[src/rtl/pwm_pkg.sv]
// Shared defaults, reset constants and helpers for the N-channel PWM timer.
// Optional feature macro (see pwm_timer_nch): PWM_POLARITY_EN.
package pwm_pkg;

  localparam int CH_DEF       = 4;
  localparam int BITS_DEF     = 8;
  localparam int PSC_BITS_DEF = 8;

  // All-ones terminal count; callers size-cast down to their counter width.
  localparam logic [31:0] PERIOD_RST = '1;

  // Where the active registers are reloaded from at a wrap.
  typedef enum logic [1:0] {
    SRC_NONE,
    SRC_STAGE,
    SRC_BYPASS
  } load_src_e;

  // LSB position of channel idx inside a flattened duty bus.
  function automatic int duty_lsb(input int idx, input int bits);
    return idx * bits;
  endfunction

endpackage

[src/rtl/pwm_prescaler.sv]
// Clock-enable generator: one tick every prescale+1 enabled cycles.
// prescale is used live; enable low freezes the divider without losing phase.
module pwm_prescaler
  import pwm_pkg::*;
#(
  parameter int PSC_BITS = PSC_BITS_DEF
) (
  input  logic                clk,
  input  logic                reset,
  input  logic                enable,
  input  logic [PSC_BITS-1:0] prescale,
  output logic                tick
);

  logic [PSC_BITS-1:0] psc_cnt;

  assign tick = enable && (psc_cnt == prescale);

  always_ff @(posedge clk or posedge reset) begin
    if (reset) begin
      psc_cnt <= '0;
    end else if (enable) begin
      psc_cnt <= tick ? '0 : psc_cnt + PSC_BITS'(1);
    end
  end

endmodule

[src/rtl/pwm_timer_nch.sv]
// N-channel PWM on a shared prescaled counter; period/duty double-buffered, applied at wrap.
// Define PWM_POLARITY_EN to add a per-channel output polarity input buffered the same way.
module pwm_timer_nch
  import pwm_pkg::*;
#(
  parameter int CH       = CH_DEF,
  parameter int BITS     = BITS_DEF,
  parameter int PSC_BITS = PSC_BITS_DEF
) (
  input  logic                clk,
  input  logic                reset,
  input  logic                enable,
  input  logic [PSC_BITS-1:0] prescale,
  input  logic [BITS-1:0]     period,
  input  logic [CH*BITS-1:0]  duty_flat,
  input  logic                load,
  output logic                load_ack,
  output logic                period_done,
  output logic [BITS-1:0]     count,
  output logic [CH-1:0]       pwm_out
`ifdef PWM_POLARITY_EN
  ,
  input  logic [CH-1:0]       polarity
`endif
);

  logic                     tick;
  logic                     wrap;
  logic                     pending;
  load_src_e                src;
  logic [BITS-1:0]          period_stg;
  logic [BITS-1:0]          period_act;
  logic [CH-1:0][BITS-1:0]  duty_in;
  logic [CH-1:0][BITS-1:0]  duty_stg;
  logic [CH-1:0][BITS-1:0]  duty_act;
  logic [CH-1:0]            cmp;

  for (genvar i = 0; i < CH; i++) begin : g_duty_in
    assign duty_in[i] = duty_flat[duty_lsb(i, BITS) +: BITS];
  end

  pwm_prescaler #(.PSC_BITS(PSC_BITS)) u_prescaler (
    .clk      (clk),
    .reset    (reset),
    .enable   (enable),
    .prescale (prescale),
    .tick     (tick)
  );

  assign wrap = tick && (count == period_act);

  // A load landing on the wrap cycle wins over older staged values.
  always_comb begin
    src = SRC_NONE;
    if (wrap) begin
      if (load) begin
        src = SRC_BYPASS;
      end else if (pending) begin
        src = SRC_STAGE;
      end
    end
  end

  always_ff @(posedge clk or posedge reset) begin
    if (reset) begin
      count <= '0;
    end else if (tick) begin
      count <= wrap ? '0 : count + BITS'(1);
    end
  end

  always_ff @(posedge clk or posedge reset) begin
    if (reset) begin
      period_stg <= BITS'(PERIOD_RST);
      duty_stg   <= '0;
      pending    <= 1'b0;
    end else begin
      if (load) begin
        period_stg <= period;
        duty_stg   <= duty_in;
      end
      if (src != SRC_NONE) begin
        pending <= 1'b0;
      end else if (load) begin
        pending <= 1'b1;
      end
    end
  end

  always_ff @(posedge clk or posedge reset) begin
    if (reset) begin
      period_act <= BITS'(PERIOD_RST);
      duty_act   <= '0;
    end else begin
      case (src)
        SRC_BYPASS: begin
          period_act <= period;
          duty_act   <= duty_in;
        end
        SRC_STAGE: begin
          period_act <= period_stg;
          duty_act   <= duty_stg;
        end
        default: ;
      endcase
    end
  end

  always_ff @(posedge clk or posedge reset) begin
    if (reset) begin
      period_done <= 1'b0;
      load_ack    <= 1'b0;
    end else begin
      period_done <= wrap;
      load_ack    <= (src != SRC_NONE);
    end
  end

  // Outputs depend only on registered state, so they cannot glitch on input changes.
  always_comb begin
    cmp = '0;
    for (int i = 0; i < CH; i++) begin
      cmp[i] = (count < duty_act[i]);
    end
  end

`ifdef PWM_POLARITY_EN
  logic [CH-1:0] pol_stg;
  logic [CH-1:0] pol_act;

  always_ff @(posedge clk or posedge reset) begin
    if (reset) begin
      pol_stg <= '0;
      pol_act <= '0;
    end else begin
      if (load) begin
        pol_stg <= polarity;
      end
      case (src)
        SRC_BYPASS: pol_act <= polarity;
        SRC_STAGE:  pol_act <= pol_stg;
        default: ;
      endcase
    end
  end

  assign pwm_out = cmp ^ pol_act;
`else
  assign pwm_out = cmp;
`endif

endmodule

[config.mk]
export PLATFORM = sky130hd
export DESIGN_NAME = pwm_timer_nch
export DESIGN_NICKNAME = d
export VERILOG_FILES = /design/src/rtl/pwm_pkg.sv /design/src/rtl/pwm_prescaler.sv /design/src/rtl/pwm_timer_nch.sv
export SDC_FILE = /design/constraint.sdc
export NUM_CORES = 1
export LEC_CHECK = 0
export ABC_CLOCK_PERIOD_IN_PS = 4600
export BUFFER_PORTS_ARGS = -buffer_cell sky130_fd_sc_hd__buf_4
export CORE_MARGIN = 4
export CORE_UTILIZATION = 58
export DETAILED_ROUTE_END_ITERATION = 8
export GPL_TIMING_DRIVEN = 0
export PLACE_DENSITY = 0.88
export SYNTH_ARGS = -nofsm -noshare
export SYNTH_HDL_FRONTEND = slang
export SYNTH_SLANG_ARGS = --single-unit
[constraint.sdc]
create_clock -name clk -period 4.6 [get_ports clk]
set_input_delay 0.92 -clock clk [delete_from_list [all_inputs] [get_ports clk]]
set_output_delay 0.92 -clock clk [all_outputs]
set_load 0.1 [all_outputs]
# Word-level counts from Yosys, hierarchy flattened
# Cells that the tools add are included.
# op_classes
eq_ne	4
n_reduce_logical	5
n_lt_le_gt_ge	4
add_sub_neg	2
n_mux	9
# ops
cell	count
case mux 32 bit (2 select lines)	1
less-than comparator 8 bit	4
adder 8 x 1 -> 8 bit, second input constant	2
== test 8 bit	2
two-way mux 8 bit	2
case mux 8 bit (2 select lines)	1
nonzero test 2 bit	3
two-way mux 2 bit	2
two-way mux 1 bit	3
== test 2 x 1 -> 1 bit, second input constant	1
== test 2 bit, second input constant	1
logical AND 1 bit	2
# totals
elab_cells	39
out_inout_bits	14
in_bits	52
regBits	99

# Longest topological paths before layout
# depth
word_depth	6
mapped_depth	11

# Hierarchy
# From an unflattened synthesis, not the netlist that was laid out.
# hier_totals
cells_unflattened	467
hier_area_um2	5162.5
# by_module_without_submodules
module	area_per_inst_um2	cells_per_inst	n_inst
pwm_timer_nch	4680.7	418	1
pwm_prescaler	481.7	49	1

# Least setup slack after synthesis
# Ideal clock, no wire load.
# synth_timing
kind	flip-flop to output port
from	register count[1]
to	output pwm_out[0]
arrival_ns	4.117
path_slack_ns	-0.437
path_stages_with_launch	6
n_path_buf	0
cell_sequence	dfrtp_1 > ha_1 > a21o_1 > a21oi_1 > o21ai_0 > a221oi_1
# synth_via
elab_chain_cells	1
# synth_rtl
element	line_no	text
start, declared	pwm_timer_nch.sv:19	output logic [BITS-1:0] count,
start signal, assigned	pwm_timer_nch.sv:68	count <= wrap ? '0 : count + BITS'(1);
less-than comparator 8 bit	pwm_timer_nch.sv:123	cmp[i] = (count < duty_act[i]);
end, declared	pwm_timer_nch.sv:20	output logic [CH-1:0] pwm_out
# No other way between the ends.

# Worst setup path after layout
# layout_timing
from	register count[1]
to	output pwm_out[1]
# Same word-level chain as after synthesis.

==> results.json <==
{
  "outcome": "finished, final reports clean",
  "finalPower_mw": 3.22,
  "fin_crit_ns": 3.47,
  "drv_cap": 0,
  "n_antenna_cell": 0,
  "cp-start-kind": "flip-flop",
  "die_area_um2": 10500,
  "dp_hpwl_um": 8030,
  "p_int_mw": 1.87,
  "grt_pass1_wl_um": 18700,
  "switching_share_pct": 42.0,
  "grt.busiest_layer": "met2",
  "finClkSkew_ns": 0.00658,
  "cp-end-kind": "primary output",
  "netSwitchingPower_mw": 1.35,
  "leakage_nw": 2.76,
  "drc": 0,
  "cts_sinks": 99,
  "layout-drive-gt1-share_pct": 28.6,
  "wl_per_cell_um": 17.1,
  "dieHeight_um": 102,
  "detail-route-antenna-nets": 0,
  "path_clk_slew_ns": 0.09,
  "place.gp.congestion": 0.863,
  "core_area_um2": 8680,
  "wl_um": 11300,
  "hold_buffers": 0,
  "syn_area_um2": 5170,
  "setup_viol_count_final": 0,
  "power_frac_seq_pct": 36.8,
  "comb_power_share_pct": 42.3,
  "synthCells": 473,
  "r2r_slack_ns": 1.51,
  "rows": 34,
  "ctsResizeCount": 0,
  "cts_tree": "done",
  "synth-main-ff-cell": "dfrtp_1",
  "yosysUniqueCellTypes": 35,
  "worst_pin_slew_ns": 0.607,
  "worst_slack_ns": 1.13,
  "path_max_fanout": 10,
  "cts_buffers": 9,
  "yosysSeqAreaShare_pct": 48.3,
  "track_usage_pct": 23.3,
  "synthTopCellsByCount": "dfrtp_1 (83), a21oi_1 (50), nor2_1 (49), mux2i_1 (41), mux2_2 (40)",
  "r2r-start": "count[4]$_DFFE_PP0N_",
  "synth-edff-count": 0,
  "drv_slew": 0,
  "fmax_ghz": 0.288,
  "nets": 633,
  "vdd_drop_max_mv": 0.673,
  "reg2reg_depth": 10,
  "postCtsSetupBuffers": 0,
  "tns_ns": 0,
  "post-place-ws_ns": 1.25,
  "worstPathArrival_ns": 2.55,
  "rsz0062_at_grt": "false",
  "root_buffer": "clkbuf_8",
  "synth_fp_nets": 558,
  "vias": 3775,
  "min_to": "period_act[3]$_DFFE_PP1P_",
  "synth.area.top_cells": "dfrtp_1 (40%), mux2_2 (8.7%), dfstp_2 (8.1%)",
  "grt_use_met3_pct": 4.98,
  "numPortBuffers": 63,
  "clockBufferDepth": 2,
  "avgViaCountPerCell": 5.71,
  "crit_type": "flip-flop to primary output",
  "drt_iter0_drc": 210,
  "area_delta_synth_final_pct": 17.5,
  "grt_pass1_vias": 3921,
  "hp-start": "period_act[3]$_DFFE_PP1P_",
  "htree_levels": 3,
  "fin_crit_sh_pct": 75.5,
  "fp.dieW_um": 102,
  "yosys_warnings": 0,
  "antenna_found_initial": 0,
  "slew_headroom_pct": 59.6,
  "async_reset_ff_share_pct": 100,
  "cp.required_ns": 3.68,
  "worstSkewPairLatency_ns": 0.37,
  "ys_seq_elements": 99,
  "synth_largest_area_cell": "dfrtp_1",
  "start_util_pct": 59.6,
  "yosys.area.top_type_share_pct": 40.2,
  "power_density_nw_per_um2": 530,
  "yosysMostFrequentCell": "dfrtp_1",
  "overflow": 0,
  "gr-usage-met2_pct": 40.4,
  "r2r-end": "period_act[4]$_DFFE_PP1P_",
  "grt_max_degree": 52,
  "dr.pass1.iters": 4,
  "syn_area_per_cell_um2": 10.9,
  "clock_power_share_pct": 20.9,
  "met1_usage_pct": 28.8,
  "hp-class": "flip-flop to flip-flop",
  "hold_depth": 2,
  "pin_count": 66,
  "finalHoldViolCount": 0
}
[worst max-delay path by stage]
stage / from / endpoint / slack, ns / cells past startpoint
finish: count[1]$_DFFE_PP0N_ / pwm_out[1] / 1.13 / 6
detailed placement: prescale[1] / period_act[4]$_DFFE_PP1P_ / 1.25 / 11
global route: count[1]$_DFFE_PP0N_ / pwm_out[1] / 1.09 / 6
CTS: count[1]$_DFFE_PP0N_ / pwm_out[1] / 1.18 / 6
global placement: reset / u_prescaler.psc_cnt[3]$_DFFE_PP0P_ / 0.17 / 2
floorplan: count[1]$_DFFE_PP0N_ / pwm_out[0] / 0.47 / 5
[cells in the final DEF (no fill, tap or decap), types with 2 or more instances in the layout]
cell | Yosys | routed
o21ai_1 | 7 | 7
a22o_1 | 3 | 3
o21ai_0 | 8 | 8
buf_4 | 0 | 63
clkbuf_8 | 0 | 9
buf_1 | 2 | 2
xor2_1 | 11 | 11
and3_1 | 6 | 6
nand2_1 | 18 | 18
a21o_1 | 9 | 9
dfstp_2 | 16 | 16
clkbuf_1 | 11 | 12
mux2i_1 | 41 | 41
buf_2 | 8 | 8
or2_2 | 2 | 2
nor4_4 | 2 | 2
buf_6 | 2 | 2
mux2_2 | 40 | 40
inv_1 | 31 | 30
nand2b_1 | 4 | 4
nand4_1 | 4 | 4
nor2_1 | 49 | 49
xnor2_1 | 10 | 10
nand3_1 | 9 | 9
dfrtp_1 | 83 | 83
ha_1 | 33 | 33
nand3b_1 | 2 | 2
a221oi_2 | 0 | 4
a21oi_1 | 50 | 50
bufinv_16 | 0 | 3
[cells by family after synthesis]
group	Yosys count	share of synthesized area, %
mux	81	16.6
compound gates	82	8.98
buf+inv	54	4.40
xor+xnor	22	3.87
fa+ha+maj	33	7.98
simple gates	102	9.82
flops	99	48.3
[final cells by class]
cell class | count | area, um2
timing repair buffer | 64 | 500
inverter | 31 | 119
multi-input combinational | 320 | 2470
buffer | 23 | 111
clock buffer | 10 | 128
sequential | 99 | 2500
fill | 652 | 2600
clock inverter | 6 | 113
tap | 108 | 135
[per-stage QoR]
stage          std cells  instance area (um2)  util, %  hold slack (ns)
5_1_grt              661                 6070     70.0            0.516
2_1_floorplan        473                 5200        -            0.473
4_1_cts              661                 6070     70.0            0.503
3_5_place_dp         645                 5830     67.2            0.487
6_report             661                 6070     70.0            0.504
3_3_place_gp         644                 5800     66.9            0.486
[power by group through the flow]
stage               Combinational, mW  Clock (mW)  Sequential, mW
floorplan                        1.05           0            1.18
global placement                 1.29           0            1.19
detailed placement               1.35           0            1.20
CTS                              1.37       0.681            1.18
global route                     1.47       0.716            1.21
finish                           1.36       0.674            1.18
[sequential cells by signal, summed over array words and instances (netlist names)]
name                 cells
duty_act                32
duty_stg                32
count                    8
period_act               8
period_stg               8
u_prescaler.psc_cnt      8
load_ack                 1
pending                  1
period_done              1
[routing by layer]
| layer | up-vias | part of all wire [%] |
|---|---|---|
| li1 | 1772 | - |
| met5 | - | 0 |
| met1 | 1867 | 39 |
| met3 | 17 | 6.9 |
| met4 | 0 | 1.6 |
| met2 | 119 | 53 |
[worst max-delay path: stages (launching register included)]
cell and delay [ns]:
dfrtp_1 0.70, ha_1 0.33, a21o_1 0.15, a21oi_1 0.13
o21ai_0 0.16, a221oi_2 0.35, buf_4 0.35
Power figures use the tool's default switching activity.
